### config.mk
export PLATFORM = sky130hd
export DESIGN_NAME = byte_strip_nlane_flat
export DESIGN_NICKNAME = d
export VERILOG_FILES = /design/src/rtl/byte_strip_nlane_pkg.sv /design/src/rtl/byte_strip_nlane_if.sv /design/src/rtl/byte_strip_nlane_lane_stage_reg.sv /design/src/rtl/byte_strip_nlane.sv /design/src/flat_wrapper.sv
export SDC_FILE = /design/constraint.sdc
export NUM_CORES = 1
export LEC_CHECK = 0
export CORE_MARGIN = 3
export CORE_UTILIZATION = 45
export DETAILED_ROUTE_END_ITERATION = 10
export PLACE_DENSITY = 0.82
export SYNTH_ARGS = -nofsm -noshare
export SYNTH_HDL_FRONTEND = slang
export SYNTH_SLANG_ARGS = --single-unit
### constraint.sdc
create_clock -name clk2f -period 6.03 [get_ports clk2f]
set_clock_uncertainty 0.05 [all_clocks]
set_input_delay 0.9045 -clock clk2f [delete_from_list [all_inputs] [get_ports clk2f]]
set_output_delay 0.9045 -clock clk2f [all_outputs]
set_load 0.05 [all_outputs]
### src/rtl/byte_strip_nlane_pkg.sv
`default_nettype none
// ============================================================================
// Module      : byte_strip_nlane_pkg
// Description : Shared constants, state encoding and helper functions for the
//               N-lane byte striper.
//               Contents:
//                 c_DATA_W / c_LANE_W / c_VALID_BIT - default lane word layout
//                 c_PAD_SYMBOL / c_COM_SYMBOL       - K28.5 comma payload (BC)
//                 state_t                           - fill / emit phase
//                 clog2()                           - lane pointer width
// Revision    : 1.0 - initial release
// ============================================================================
package byte_strip_nlane_pkg;

    // Default lane word layout: {valid, payload}.
    localparam int c_DATA_W    = 8;
    localparam int c_LANE_W    = c_DATA_W + 1;
    localparam int c_VALID_BIT = c_DATA_W;

    // Payload placed on lanes that a flushed partial group left unfilled.
    localparam logic [7:0] c_PAD_SYMBOL = 8'hBC;
    localparam logic [7:0] c_COM_SYMBOL = 8'hBC;

    // ST_EMIT marks the single cycle in which a freshly loaded group is
    // presented. Filling of the next group carries on underneath it.
    typedef enum logic [0:0] {
        ST_FILL = 1'b0,
        ST_EMIT = 1'b1
    } state_t;

    // Ceiling log2 with a floor of 1 so a pointer is never zero bits wide.
    function automatic int clog2(input int n);
        int w;
        w = 1;
        while ((1 << w) < n) begin
            w = w + 1;
        end
        return w;
    endfunction

endpackage
`default_nettype wire

### src/rtl/byte_strip_nlane_if.sv
`default_nettype none
// ============================================================================
// Module      : byte_strip_nlane_if
// Description : Bus bundle between the input stage, the striper and the
//               lane serialisers.
//               data_in       - {valid, payload} byte from the input stage
//               lanes_out     - flat bus of NUM_LANES {valid, payload} words
//               group_valid   - one-cycle strobe, lanes_out updated
//               group_partial - the emitted group was a flushed partial one
//               lane_ptr      - next lane to be filled
//               group_count   - number of groups emitted (wrapping)
//               Modports: master = producer/observer side, slave = striper.
// Revision    : 1.0 - initial release
// ============================================================================
interface byte_strip_nlane_if #(
    parameter int DATA_W    = 8,
    parameter int NUM_LANES = 4,
    parameter int CNT_W     = 16
);
    import byte_strip_nlane_pkg::*;

    localparam int c_PTR_W = clog2(NUM_LANES);

    logic [DATA_W:0]                  data_in;
    logic [NUM_LANES*(DATA_W+1)-1:0]  lanes_out;
    logic                             group_valid;
    logic                             group_partial;
    logic [c_PTR_W-1:0]               lane_ptr;
    logic [CNT_W-1:0]                 group_count;

    modport master (
        output data_in,
        input  lanes_out,
        input  group_valid,
        input  group_partial,
        input  lane_ptr,
        input  group_count
    );

    modport slave (
        input  data_in,
        output lanes_out,
        output group_valid,
        output group_partial,
        output lane_ptr,
        output group_count
    );

endinterface
`default_nettype wire

### src/rtl/byte_strip_nlane_lane_stage_reg.sv
`default_nettype none
// ============================================================================
// Module      : lane_stage_reg
// Description : One staging slot of the striper.
//               clk2f       - clock
//               reset_L     - synchronous active-low reset
//               i_wr_en     - capture i_din into the slot
//               i_clr       - return the slot to all-invalid (wins over write)
//               i_pad_sel   - present {0, PAD_BYTE} instead of the slot
//               i_din       - {valid, payload} word to store
//               o_emit_word - word this lane contributes to an emit in the
//                             current cycle (includes a same-cycle write)
// Revision    : 1.0 - initial release
// ============================================================================
module lane_stage_reg
    import byte_strip_nlane_pkg::*;
#(
    parameter int                DATA_W   = 8,
    parameter logic [DATA_W-1:0] PAD_BYTE = DATA_W'(c_PAD_SYMBOL)
) (
    input  wire logic              clk2f,
    input  wire logic              reset_L,
    input  wire logic              i_wr_en,
    input  wire logic              i_clr,
    input  wire logic              i_pad_sel,
    input  wire logic [DATA_W:0]   i_din,
    output logic      [DATA_W:0]   o_emit_word
);

    logic [DATA_W:0] r_word;
    logic [DATA_W:0] w_next_word;

    // The byte completing a full group is written in the same cycle the group
    // is captured, so the emit path bypasses the register.
    assign w_next_word = i_wr_en ? i_din : r_word;
    assign o_emit_word = i_pad_sel ? {1'b0, PAD_BYTE} : w_next_word;

    always_ff @(posedge clk2f) begin
        if (!reset_L) begin
            r_word <= '0;
        end else if (i_clr) begin
            r_word <= '0;
        end else if (i_wr_en) begin
            r_word <= i_din;
        end
    end

endmodule
`default_nettype wire

### src/rtl/byte_strip_nlane.sv
`default_nettype none
// ============================================================================
// Module      : byte_strip_nlane
// Description : Collects valid bytes from one stream and stripes them
//               round-robin over NUM_LANES lanes. A completed group (or, with
//               FLUSH_ON_IDLE, a partial group closed by an idle byte) is
//               loaded into the output register and flagged by group_valid
//               for one cycle.
//               clk2f   - clock, all logic on its rising edge
//               reset_L - synchronous active-low reset
//               bus     - slave side of byte_strip_nlane_if (data_in,
//                         lanes_out, group_valid, group_partial, lane_ptr,
//                         group_count)
// Revision    : 1.0 - initial release
// ============================================================================
module byte_strip_nlane
    import byte_strip_nlane_pkg::*;
#(
    parameter int                DATA_W        = 8,
    parameter int                NUM_LANES     = 4,
    parameter bit                FLUSH_ON_IDLE = 1'b1,
    parameter logic [DATA_W-1:0] PAD_BYTE      = DATA_W'(c_PAD_SYMBOL),
    parameter int                CNT_W         = 16
) (
    input  wire logic          clk2f,
    input  wire logic          reset_L,
    byte_strip_nlane_if.slave  bus
);

    localparam int                 c_LANE_W    = DATA_W + 1;
    localparam int                 c_VALID_IDX = DATA_W;
    localparam int                 c_PTR_W     = clog2(NUM_LANES);
    localparam logic [c_PTR_W-1:0] c_LAST_LANE = c_PTR_W'(NUM_LANES - 1);

    // ---------------------------------------------------------------------
    // Registered state
    // ---------------------------------------------------------------------
    state_t                          r_state;
    logic [c_PTR_W-1:0]              r_lane_ptr;
    logic [NUM_LANES*c_LANE_W-1:0]   r_lanes_out;
    logic                            r_partial;
    logic [CNT_W-1:0]                r_count;

    // ---------------------------------------------------------------------
    // Combinational control
    // ---------------------------------------------------------------------
    state_t                          w_state_next;
    logic [c_PTR_W-1:0]              w_ptr_next;
    logic                            w_in_valid;
    logic                            w_full_emit;
    logic                            w_flush;
    logic                            w_emit;
    logic [NUM_LANES-1:0]            w_wr_en;
    logic [NUM_LANES-1:0]            w_pad_sel;
    logic [NUM_LANES*c_LANE_W-1:0]   w_emit_flat;

    assign w_in_valid  = bus.data_in[c_VALID_IDX];
    assign w_full_emit = w_in_valid && (r_lane_ptr == c_LAST_LANE);
    // An idle byte only closes a group that has something in it.
    assign w_flush     = !w_in_valid && FLUSH_ON_IDLE && (r_lane_ptr != '0);
    assign w_emit      = w_full_emit || w_flush;

    // ---------------------------------------------------------------------
    // Staging slots
    // ---------------------------------------------------------------------
    for (genvar k = 0; k < NUM_LANES; k++) begin : g_lane
        localparam logic [c_PTR_W-1:0] c_IDX = c_PTR_W'(k);

        assign w_wr_en[k]   = w_in_valid && (r_lane_ptr == c_IDX);
        // Lanes at or beyond the pointer were never filled in this group.
        assign w_pad_sel[k] = w_flush && (c_IDX >= r_lane_ptr);

        lane_stage_reg #(
            .DATA_W   (DATA_W),
            .PAD_BYTE (PAD_BYTE)
        ) u_lane_stage_reg (
            .clk2f       (clk2f),
            .reset_L     (reset_L),
            .i_wr_en     (w_wr_en[k]),
            .i_clr       (w_emit),
            .i_pad_sel   (w_pad_sel[k]),
            .i_din       (bus.data_in),
            .o_emit_word (w_emit_flat[k*c_LANE_W +: c_LANE_W])
        );
    end

    // ---------------------------------------------------------------------
    // Fill / emit control
    // ---------------------------------------------------------------------
    always_comb begin
        w_state_next = ST_FILL;
        w_ptr_next   = r_lane_ptr;
        if (w_emit) begin
            // A byte arriving while the group is shown lands in lane 0, so
            // the emit never stalls filling.
            w_state_next = ST_EMIT;
            w_ptr_next   = '0;
        end else if (w_in_valid) begin
            w_ptr_next   = r_lane_ptr + c_PTR_W'(1);
        end
    end

    always_ff @(posedge clk2f) begin
        if (!reset_L) begin
            r_state     <= ST_FILL;
            r_lane_ptr  <= '0;
            r_lanes_out <= '0;
            r_partial   <= 1'b0;
            r_count     <= '0;
        end else begin
            r_state    <= w_state_next;
            r_lane_ptr <= w_ptr_next;
            r_partial  <= w_flush;
            if (w_emit) begin
                r_lanes_out <= w_emit_flat;
                r_count     <= r_count + CNT_W'(1);
            end
        end
    end

    // ---------------------------------------------------------------------
    // Outputs
    // ---------------------------------------------------------------------
    assign bus.lanes_out     = r_lanes_out;
    assign bus.group_valid   = (r_state == ST_EMIT);
    assign bus.group_partial = r_partial;
    assign bus.lane_ptr      = r_lane_ptr;
    assign bus.group_count   = r_count;

endmodule
`default_nettype wire
### src/flat_wrapper.sv
// flat-port wrapper written by rule: the top's interface ports become plain ports
module byte_strip_nlane_flat import byte_strip_nlane_pkg::*;
#(
    parameter int                DATA_W        = 8,
    parameter int                NUM_LANES     = 4,
    parameter bit                FLUSH_ON_IDLE = 1'b1,
    parameter logic [DATA_W-1:0] PAD_BYTE      = DATA_W'(c_PAD_SYMBOL),
    parameter int                CNT_W         = 16
)
  (clk2f, reset_L, bus_data_in, bus_lanes_out, bus_group_valid, bus_group_partial, bus_lane_ptr, bus_group_count);
  byte_strip_nlane_if #(.DATA_W(DATA_W), .NUM_LANES(NUM_LANES), .CNT_W(CNT_W)) bus_i ();
  input  wire logic clk2f;
  input  wire logic reset_L;
  input wire logic [$bits(bus_i.data_in)-1:0] bus_data_in;
  output wire logic [$bits(bus_i.lanes_out)-1:0] bus_lanes_out;
  output wire logic [$bits(bus_i.group_valid)-1:0] bus_group_valid;
  output wire logic [$bits(bus_i.group_partial)-1:0] bus_group_partial;
  output wire logic [$bits(bus_i.lane_ptr)-1:0] bus_lane_ptr;
  output wire logic [$bits(bus_i.group_count)-1:0] bus_group_count;
  assign bus_i.data_in = bus_data_in;
  assign bus_lanes_out = bus_i.lanes_out;
  assign bus_group_valid = bus_i.group_valid;
  assign bus_group_partial = bus_i.group_partial;
  assign bus_lane_ptr = bus_i.lane_ptr;
  assign bus_group_count = bus_i.group_count;
  byte_strip_nlane #(.DATA_W(DATA_W), .NUM_LANES(NUM_LANES), .FLUSH_ON_IDLE(FLUSH_ON_IDLE), .PAD_BYTE(PAD_BYTE), .CNT_W(CNT_W)) u_core (.clk2f(clk2f), .reset_L(reset_L), .bus(bus_i));
endmodule
---- Word-level counts from Yosys, hierarchy flattened ----
Index checks and enable logic that the tools add are counted.
operators by class
  reduce and logical (&&, ||, !) cells .... 14
  mux-type cells .......................... 9
  add/sub/neg operators ................... 2
  order comparisons ....................... 4
  bitwise operators ....................... 1
  equality and inequality tests ........... 3
operators with widths
  cell                   number
  $mux 9                 8
  $add 16x1->16 const B  1
  $logic_and 1x1->1      9
  $eq 2x2->1 const B     2
  $ge 1x2->1 const A     2
  $ge 2x2->1 const A     2
  $add 2x1->2 const B    1
  $eq 2x1->1 const B     1
  $logic_not 2->1        1
  $reduce_bool 2->1      1
  $reduce_or 2->1        1
  $logic_not 1->1        1
  $logic_or 1x1->1       1
  $mux 1                 1
  $not 1->1              1
word-level totals
  input bits .............................. 11
  output and inout bits ................... 56
  register bits after elaboration ......... 92
  word-level logic and storage cells ...... 42

---- Logic depth before layout (Yosys ltp) ----
  depth in word-level cells ............... 4
  gate-level depth with buffers ........... 9
  depth with buffers taken out ............ 6

---- Cells and area by module ----
A second synthesis with hierarchy kept.
unflattened totals
  cell total of the unflattened synthesis .. 425
  area, all modules ....................... 3698.5 um^2
by module, submodules not included
  module            instances  cells each  area an instance (um^2)
  byte_strip_nlane  1          265         2197.1
  lane_stage_reg    4          40          375.4

---- Worst setup path before layout ----
No wires, ideal clock.
  kind .................................... register to register
  start ................................... reg u_core.r_lane_ptr[1], in the netlist u_core.bus.lane_ptr[1]
  end ..................................... reg u_core.r_count[11], in the netlist u_core.bus.group_count[11]
  slack ................................... 3590 ps
  data arrival time ....................... 2319 ps
  clock period less this slack ............ 2440 ps
  path buffers ............................ 2
  data required time ...................... 5910 ps
  cell stages (with the launch flop) ...... 9
  path through ............................ dfxtp_1 inv_1 ha_1 buf_6 or2_1 buf_6 a211o_1 or3_1 a21oi_1
on the way
  cells in the longest elaborated chain, start to end .. 3
RTL lines
  element                                          RTL line                                        RTL
  start: declaration                               byte_strip_nlane.sv:39                          logic [c_PTR_W-1:0] r_lane_ptr;
  start signal: assignment                         byte_strip_nlane.sv:112                         r_lane_ptr <= w_ptr_next;
  $eq 2x2->1 or $reduce_bool 2->1 (tied branches)  byte_strip_nlane.sv:58, byte_strip_nlane.sv:60
  $logic_and 1x1->1, on equally long branches      byte_strip_nlane.sv:58, byte_strip_nlane.sv:60
  $logic_or 1x1->1 *                               byte_strip_nlane.sv:61                          assign w_emit = w_full_emit || w_flush;
  end signal: assignment                           byte_strip_nlane.sv:116                         r_count <= r_count + CNT_W'(1);
  end: declaration                                 byte_strip_nlane.sv:42                          logic [CNT_W-1:0] r_count;
Mark *: on every way between the ends. The rest lies on a longest branch, timed or not.
A chain may end at the register's enable or synchronous reset.

---- Final worst setup path ----
  start ................................... in bus_data_in[8]
  end ..................................... reg u_core.r_lanes_out[9], in the netlist u_core.bus.lanes_out[9]
on the way
  cells in the longest elaborated chain, start to end .. 4
RTL lines
  element                 RTL line                               RTL
  start: declaration      flat_wrapper.sv:14                     input wire logic [$bits(bus_i.data_in)-1:0] bus_data_in;
  $logic_not 1->1         byte_strip_nlane.sv:60                 assign w_flush = !w_in_valid && FLUSH_ON_IDLE && (r_lane_ptr != '0);
  $logic_and 1x1->1       byte_strip_nlane.sv:60
  $logic_and 1x1->1       byte_strip_nlane.sv:71                 assign w_pad_sel[k] = w_flush && (c_IDX >= r_lane_ptr);
  $mux 9                  byte_strip_nlane_lane_stage_reg.sv:36  assign o_emit_word = i_pad_sel ? {1'b0, PAD_BYTE} : w_next_word;
  end signal: assignment  byte_strip_nlane.sv:115                r_lanes_out <= w_emit_flat;
  end: declaration        byte_strip_nlane.sv:40                 logic [NUM_LANES*c_LANE_W-1:0] r_lanes_out;
Parallel ways exist; a longest one is shown, timed or not.

==> impl_metrics.toml <==
[logic_synthesis]
synth_warnings = 0
avgSynthCellArea_um2 = 9.59
ys.flop_type = "dfxtp_1"
synth_area_leaders = "dfxtp_1, mux2i_1, nor2_1"
synth_seq_cells = 83
netlist_instances = 334
async_flop_share_pct = 0
syn_nets = 351
yosys.area.top_type = "dfxtp_1"
synth_edf_count = 0
netlist_top_cells_count = "dfxtp_1, nor2_1, nand2_1, a21oi_1, mux2i_1"
yosysMostFrequentCell = "dfxtp_1"
ys_seq_area_share_pct = 51.9
yosysUniqueCellTypes = 39
synth_top_area_share_pct = 51.9
netlist_area_um2 = 3200

[clock_network]
ctsHtreeMaxLevel = 3
clock-sinks = 83
root_buffer = "clkbuf_8"
cts_buffers = 9
clk_latency_ns = 0.36
hold_buffers = 0
cts_tree = "done"
postCtsSetupRepairBufs = 0
clk_pin_slew_ns = 0.08
cts_buffer_depth = 2
ctsResizeCount = 0

[setup_path]
crit_chain = "clkdlybuf4s50_1 > nand2_1 > nand2_1 > nor2_1 > o2bb2ai_1"
r2r_start = "u_core.bus.lane_ptr[1]"
regToRegSetupSlack_ns = 3.11
worstSetupPathType = "input pin to flip-flop"
r2r-end = "u_core.bus.lanes_out[26]"
arrival_ns = 3.81
slowest_delay_ns = 0.96
reg2reg_depth = 6
crit_required_ns = 6.20
cp_max_fo = 35
cp_common_cell = "nand2_1"
end_kind = "flip-flop"
startpoint_type = "input pin"
critPathSlowestCell = "clkdlybuf4s50_1"

[final_layout]
post-route-util_pct = 60.6
drive_above_1_share_pct = 7.11
fin_cells = 490
final_nets = 406
diodes = 0
synthToLayoutAreaGrowth_pct = 29.2

[route]
first_iter_violations = 121
drcViolationCount = 0
num_vias = 2600
wirelength_um = 7560
dr.pass1.iters = 5
wl_per_cell_um = 15.4
ant_nets = 0
viasPerCell = 5.31

[floorplan]
initial_utilization_pct = 46.9
die_w_um = 90.4
placementRows = 30
die-area_um2 = 8170
die-height_um = 90.4
core_area_um2 = 6830
ios = 67

[min_path]
hold_end = "u_core.bus.lanes_out[16]"
holdCritPathClass = "flip-flop to flip-flop"
whs_path_depth = 2
hp-start = "u_core.bus.lanes_out[16]"

[run]
cap_violations = 0

[timing]
setup_ws_ns = 2.39
layout_min_cycle_time_ns = 3.64
final.setup.tns_ns = 0
worst_slew_pin_slew_ns = 1.11
hold_slack_ns = 0.407
hold_violations = 0
max_freq_mhz = 275
fin_crit_sh_pct = 60.3
rsz0062_at_grt = "no"
setup_violations = 0
slew_headroom_pct = 25.7
drv_slew = 0

[place]
hpwl_um = 5130
dp_cells = 474
place.gp.congestion = 0.835
portBuffers = 66
dp_slack_ns = 2.11

[global_route]
grt.total_usage_pct = 19.1
antenna_found_initial = 0
grt_max_degree = 37
grt_pass1_vias = 2537
grt_overflow = 0
grt_pass1_wl_um = 12600

[power_and_ir_drop]
peakVddDrop_uv = 190
leakagePower_nw = 1.56
power-per-cell-area_nw_per_um2 = 322

[status]
status = "finished clean"
[how the worst max path moves through the flow]
stage                      startpoint                         end  slack, ns  cells after the start
4_1_cts                bus_data_in[8]    u_core.bus.lanes_out[26]       2.45                      5
3_3_place_gp           bus_data_in[8]    u_core.bus.lanes_out[10]       2.23                      5
3_5_place_dp           bus_data_in[8]     u_core.bus.lanes_out[9]       2.11                      5
5_1_grt                bus_data_in[8]    u_core.bus.lanes_out[26]       2.12                      5
2_1_floorplan  u_core.bus.lane_ptr[1]  u_core.bus.group_count[11]       3.59                      8
6_report               bus_data_in[8]     u_core.bus.lanes_out[9]       2.39                      5
[per-layer routing]
layer | vias up | GRT usage (%) | part of all wire [%]
met4 | 0 | 4.97 | 1.3
met2 | 85 | 31.1 | 47
met5 | - | 0 | 0
met3 | 9 | 6.42 | 6.4
met1 | 1212 | 24.3 | 45
li1 | 1294 | - | -
[critical path, delay by kind of cell]
family	cells	cell delay, ns
buf+inv	1	0.96
compound gates	1	0.23
simple gates	3	1.72
[per-stage QoR]
step	power [mW]	area, µm²
finish	1.33	4140
global route	1.38	4140
CTS	1.34	4140
detailed placement	0.846	3880
global placement	0.841	3880
floorplan	0.777	3200
[cell type report]
type                       instances  area, µm²
tap                               96        120
timing repair buffer              66        661
fill                             592       2690
clock buffer                      11        151
sequential                        83       1660
inverter                           5       18.8
multi-input combinational        224       1420
clock inverter                     5        108
[power by group]
part / switching (mW) / total, mW / internal, mW
clock: 0.197 / 0.497 / 0.300
combinational: 0.159 / 0.238 / 0.0788
sequential: 0.0181 / 0.597 / 0.579
total: 0.374 / 1.33 / 0.958
[placed cells by master (no fill, tap or decap), types with 2 or more instances in the layout]
cell             count
dfxtp_1             83
clkdlybuf4s50_1     66
nor2_1              48
nand2_1             29
a21oi_1             28
mux2i_1             23
o21ai_0             13
a211oi_1            11
clkbuf_8            11
nand3_1             10
o2bb2ai_1            8
xnor2_1              6
mux2_2               6
ha_1                 6
o221ai_1             5
inv_1                4
or3_1                4
o221a_2              4
bufinv_16            3
and4_1               2
nand4_1              2
nand2b_1             2
xor2_1               2
a22oi_1              2
[sequential cells by signal (all words and copies together) (netlist names)]
register	flops
u_core.bus.group_partial	1
u_core.bus.group_count	16
u_core.g_lane.u_lane_stage_reg.r_word	27
u_core.bus.group_valid	1
u_core.bus.lanes_out	36
u_core.bus.lane_ptr	2
[cell families after synthesis]
group                      synth area share [%]
muxes                                      9.30
DFF                                        51.9
AOI/OAI and AO/OA                          16.7
xor gates and xnor gates                   2.19
adders and majority gates                  2.34
buffers and inverters                      3.83
and+or+nand+nor                            13.7
No activity file was read; power rests on OpenSTA's default activity.
